===== src/rtl/rb_line_sequencer.sv =====
// rb_line_sequencer: streams a frame pixel-by-pixel into the rotating-buffer line store and flags full K-row column windows.
module rb_line_sequencer #(
  parameter int K           = 5,
  parameter int PIXEL_WIDTH = 8,
  parameter int IMG_W       = 64,
  parameter int IMG_H       = 64,
  parameter int EMEM_AW     = 12,
  parameter int BRAM_W_AW   = 14,
  parameter int BRAM_R_AW   = 12,
  parameter int RB_ADDR     = 2
) (
  input  logic                 clk,
  input  logic                 rst_n,
  input  logic                 start,
  output logic                 busy,
  output logic                 complete,
  output logic [EMEM_AW-1:0]   e_mem_addr,
  output logic                 en_e_mem,
  output logic                 en_a,
  output logic [BRAM_W_AW-1:0] w_bram_addr,
  output logic                 en_b,
  output logic [BRAM_R_AW-1:0] r_bram_addr,
  output logic [RB_ADDR-1:0]   steer,
  output logic                 steer_en,
  output logic                 out_valid,
  input  logic                 out_ready
);
  localparam int CW = IMG_W > 1 ? $clog2(IMG_W) : 1;
  localparam int RW = IMG_H > 1 ? $clog2(IMG_H) : 1;
  if (PIXEL_WIDTH * (K - 1) > 32 || IMG_W < 2 || IMG_H < K) begin : g_param_check
    $error("rb_line_sequencer: K-1 rows must fit the 32-bit port B word and the frame must hold a window");
  end
  typedef enum logic [2:0] {IDLE, FILL, RUN, DRAIN, DONE} state_t;
  state_t state, state_nx;
  logic [CW-1:0] col;
  logic [RW-1:0] row;
  logic [RB_ADDR-1:0] lane;
  logic issue, col_last, row_last, run_issue;
  always_comb begin
    issue = (state == FILL || state == RUN) && (!out_valid || out_ready);
    col_last = col == CW'(IMG_W - 1);
    row_last = row == RW'(IMG_H - 1);
    run_issue = issue && state == RUN;
    state_nx = state;
    case (state)
      IDLE:    state_nx = start ? FILL : IDLE;
      FILL:    state_nx = issue && col_last && row == RW'(K - 2) ? RUN : FILL;
      RUN:     state_nx = issue && col_last && row_last ? DRAIN : RUN;
      DRAIN:   state_nx = out_valid && out_ready ? DONE : DRAIN;
      DONE:    state_nx = IDLE;
      default: state_nx = IDLE;
    endcase
  end
  assign busy        = state != IDLE;
  assign complete    = state == DONE;
  assign en_e_mem    = issue;
  assign en_a        = issue;
  assign en_b        = issue;
  assign steer_en    = out_valid;
  assign r_bram_addr = BRAM_R_AW'(col);
  assign w_bram_addr = BRAM_W_AW'(col) * BRAM_W_AW'(K - 1) + BRAM_W_AW'(lane);
  // Counters freeze on the final issue so addresses keep showing the last pixel after the frame.
  always_ff @(posedge clk or negedge rst_n) begin
    if (!rst_n) begin
      state      <= IDLE;
      row        <= '0;
      col        <= '0;
      lane       <= '0;
      e_mem_addr <= '0;
      out_valid  <= 1'b0;
      steer      <= '0;
    end else begin
      state <= state_nx;
      if (state == IDLE && start) begin
        row        <= '0;
        col        <= '0;
        lane       <= '0;
        e_mem_addr <= '0;
      end else if (issue && !(col_last && row_last)) begin
        col        <= col_last ? '0 : col + 1'b1;
        row        <= col_last ? row + 1'b1 : row;
        lane       <= col_last ? (lane == RB_ADDR'(K - 2) ? '0 : lane + 1'b1) : lane;
        e_mem_addr <= e_mem_addr + 1'b1;
      end
      out_valid <= run_issue || (out_valid && !out_ready);
      if (run_issue) steer <= lane;
    end
  end
endmodule

===== config.mk =====
export PLATFORM = sky130hd
export DESIGN_NAME = rb_line_sequencer
export DESIGN_NICKNAME = d
export VERILOG_FILES = /design/src/rtl/rb_line_sequencer.sv
export SDC_FILE = /design/constraint.sdc
export NUM_CORES = 1
export LEC_CHECK = 0
export ABC_AREA = 1
export CAP_MARGIN = 20
export CORE_UTILIZATION = 44
export CTS_CLUSTER_DIAMETER = 100
export DETAILED_ROUTE_END_ITERATION = 10
export HOLD_SLACK_MARGIN = 0.05
export PLACE_DENSITY = 0.76
export SETUP_SLACK_MARGIN = 0.05
export SYNTH_ARGS = -nofsm -noshare
export SYNTH_HDL_FRONTEND = slang
export SYNTH_SLANG_ARGS = --single-unit

===== constraint.sdc =====
create_clock -name clk -period 1.64 [get_ports clk]
set_clock_uncertainty 0.2 [all_clocks]
set_input_delay 0.492 -clock clk [delete_from_list [all_inputs] [get_ports clk]]
set_output_delay 0.492 -clock clk [all_outputs]
set_load 0.03 [all_outputs]

==> results.py <==
metrics = {
    "layout": {
        "regArea_um2": 813,
        "n_antenna_cell": 0,
        "multi_input_area_um2": 1220,
        "final_layout_size_suffix_gt1_frac": 0.477,
        "final_util": 0.744,
        "syn_to_final_growth_pct": 61.5,
        "fin_nets": 370,
        "nFillCells": 311,
    },
    "grt": {
        "globalRouteMet3Util": 0.0451,
        "overflow": 0,
        "grt_usage": 0.235,
        "grtUsageMet1": 0.274,
        "busiest_layer": "met2",
        "grt_pass1_wl_mm": 9.04,
        "antenna_found_initial": 0,
        "grt_pass1_vias": 2028,
        "grt_max_degree": 33,
        "globalRouteMet2Util": 0.422,
    },
    "setup_path": {
        "critPathRequiredTime_ns": 0.95,
        "cp-end-kind": "primary output",
        "crit_type": "reg2out",
        "critPathMaxFanout": 4,
        "cp_data_arrival_time_ns": 1.34,
        "worstSetupStartpointType": "flop",
    },
    "pwr": {
        "ir_drop_mv": 0.704,
        "p_leak_nw": 1.66,
        "power_density_nw_per_um2": 976,
        "power_mw": 3.18,
    },
    "timing": {
        "hold_viol_final": 0,
        "clock.fmax_ghz": 0.493,
        "setup_violations": 41,
        "timing.final.ws_setup_ns": -0.390,
        "final_max_slew_viol_count": 0,
        "min_period_ns": 2.03,
        "fin_crit_sh": 1.24,
        "fin_setup_tns_ns": -3.95,
        "grt_setup_unrepaired": "true",
    },
    "logic_synthesis": {
        "synth_top_family_by_area": "simple AND/OR/NAND/NOR gates",
        "synth-main-ff-cell": "dfrtp_1",
        "synthCells": 265,
        "synth-edff-count": 0,
        "syn_avg_cell_area_um2": 7.62,
        "synth_seq_area_share": 0.397,
        "syn-cell-area_um2": 2020,
        "synth-adder-area-share": 0.0248,
        "synth_area_leader_cell": "dfrtp_1",
        "netlist-cell-type-count": 29,
        "synthXorXnorAreaFrac": 0.0260,
        "yosys.area_share.simple": 0.377,
        "synth-seq-cells": 32,
        "async_flop_share": 1.00,
        "synthTopCellsByArea": "dfrtp_1, nand2_1, buf_4",
        "synth_compound_area_frac": 0.0273,
        "synthMuxAreaShare": 0.0112,
        "yosys_warnings": 0,
        "synth_top_area_frac": 0.397,
    },
    "worst_hold_path": {
        "holdCritPathClass": "reg2reg",
    },
    "floorplan": {
        "placementRows": 24,
        "die-area_um2": 4860,
        "ios": 51,
        "die_w_um": 69.7,
        "fp.coreArea_um2": 4380,
        "die_h_um": 69.7,
        "start_util": 0.461,
    },
    "routing": {
        "wire_per_inst_um": 14.9,
        "ant_nets": 0,
        "dr.pass1.iters": 4,
        "drcViolationCount": 0,
        "viasPerCell": 5.26,
        "drtIter0Drc": 99,
        "wl_mm": 6.18,
        "vias": 2181,
    },
    "clocking": {
        "cts-htree-levels": 2,
        "clockRootBuffer": "clkbuf_8",
        "cts_sinks": 32,
        "postCtsHoldBufs": 0,
        "clk_path_buf_depth": 2,
        "cts_made_buffers": 5,
        "clk_latency_ns": 0.29,
        "cts_tree": "done",
        "clkTransAtPathRegs_ns": 0.07,
    },
    "place": {
        "dp_slack_ns": -0.450,
        "gp_congestion": 0.765,
        "port_buffers": 38,
        "post-dp-hpwl_mm": 3.38,
    },
    "status": {
        "violations": "setup timing",
        "status": "finished, violations left",
    },
    "run": {
        "drv_cap": 0,
    },
}
what timing repair did:
action,CTS,global route
buffers inserted,25,8
endpoints found under the hold margin,0,0
pin swaps,14,11
cloned,1,2
endpoints found under the setup margin,58,53
resized for setup,56,33
cell families (layout without fill, tap and decap cells):
| kind of cell | Yosys count | in the layout |
|---|---|---|
| AND/OR/NAND/NOR | 166 | 166 |
| buffers and inverters | 45 | 132 |
| XOR/XNOR | 6 | 6 |
| adder cells (fa/ha/maj) | 4 | 4 |
| AO/OA/AOI/OAI | 9 | 9 |
| flip-flops | 32 | 32 |
| multiplexers | 2 | 2 |
| other | 1 | 12 |
worst max-delay path, stage by stage, from the launching register on:
cell	delay, ns
dfrtp_2	0.46
inv_2	0.12
nand3_4	0.09
nand2_4	0.09
nand2_4	0.05
clkinvlp_4	0.10
buf_6	0.13
power breakdown:
part           leakage [nW]  switching [mW]  total (mW)  internal [mW]
combinational          1.21           0.849        1.57          0.718
clock                0.0422           0.297       0.594          0.298
sequential            0.409           0.115        1.02          0.907
total                  1.66            1.26        3.18           1.92
metal layers:
layer	vias to the layer above	routed length, µm
met5	-	0
met4	0	179
met3	18	230
met2	69	3270
met1	1078	2510
li1	1016	-
Yosys cell counts (2+ instances only):
library cell and number:
ha_1 4, or2_2 4, buf_4 21, xnor2_1 2, inv_1 19, xor2_1 4
a21oi_1 3, nand3_1 18, nand2_1 90, mux2_2 2, dfrtp_1 32, o21ai_1 2
nor3_1 2, buf_6 3, nand4_1 16, o21bai_1 3, nor2_1 24, nand3_2 3
nor2_4 2, nand2_2 2
stage by stage:
stage | hold slack (ns) | instances | area, µm²
finish | 0.309 | 415 | 3260
CTS | 0.317 | 406 | 3040
floorplan | -0.00359 | 276 | 2150
detailed placement | 0.302 | 372 | 2560
global placement | 0.294 | 372 | 2560
global route | 0.335 | 415 | 3260
registers in the layout, summed over array words and instances (netlist names):
| name | flops |
|---|---|
| col | 6 |
| e_mem_addr | 12 |
| row | 6 |
| steer | 2 |
| out_valid | 1 |
| state | 3 |
| lane | 2 |
placed cells by master, fill, tap and decap left out, drive strengths merged:
master,synthesis,final
buf,25,99
nand2,93,93
dfrtp,32,32
nor2,26,26
nand3,21,21
inv,19,18
nand4,17,17
conb,1,12
clkbuf,0,8
or2,4,4
xor2,4,4
ha,4,4
o21bai,3,3
clkinv,1,3
a21oi,3,3
mux2,2,2
xnor2,2,2
dlygate4sd2,0,2
nor3,2,2
o21ai,2,2
and3,1,1
nor4,1,1
clkinvlp,0,1
a21o,1,1
nor3b,1,1
clkdlybuf4s50,0,1
path summary, 6_finish.rpt:
kind / from / to / slack (ns) / cells after the start
min in group asynchronous: rst_n / e_mem_addr[0] / 0.36 / 2
setup / recovery: state[1] / en_b / -0.39 / 6
hold / removal: steer[0] / steer[0] / 0.31 / 1
hold reg to reg: steer[0] / steer[0] / 0.31 / 1
setup reg to reg: state[1] / e_mem_addr[2] / -0.12 / 9
max in group asynchronous: rst_n / e_mem_addr[8] / 0.69 / 2
cell type report:
type | instances | area share
Timing Repair Buffer | 103 | 0.298
Clock inverter | 1 | 0.00153
Multi-Input combinational cell | 199 | 0.374
Clock buffer | 7 | 0.0234
Inverter | 20 | 0.0288
Sequential cell | 32 | 0.249
Timing Repair inverter | 1 | 0.00499
Tap cell | 52 | 0.0199
No activity file was read; power rests on OpenSTA's default activity.
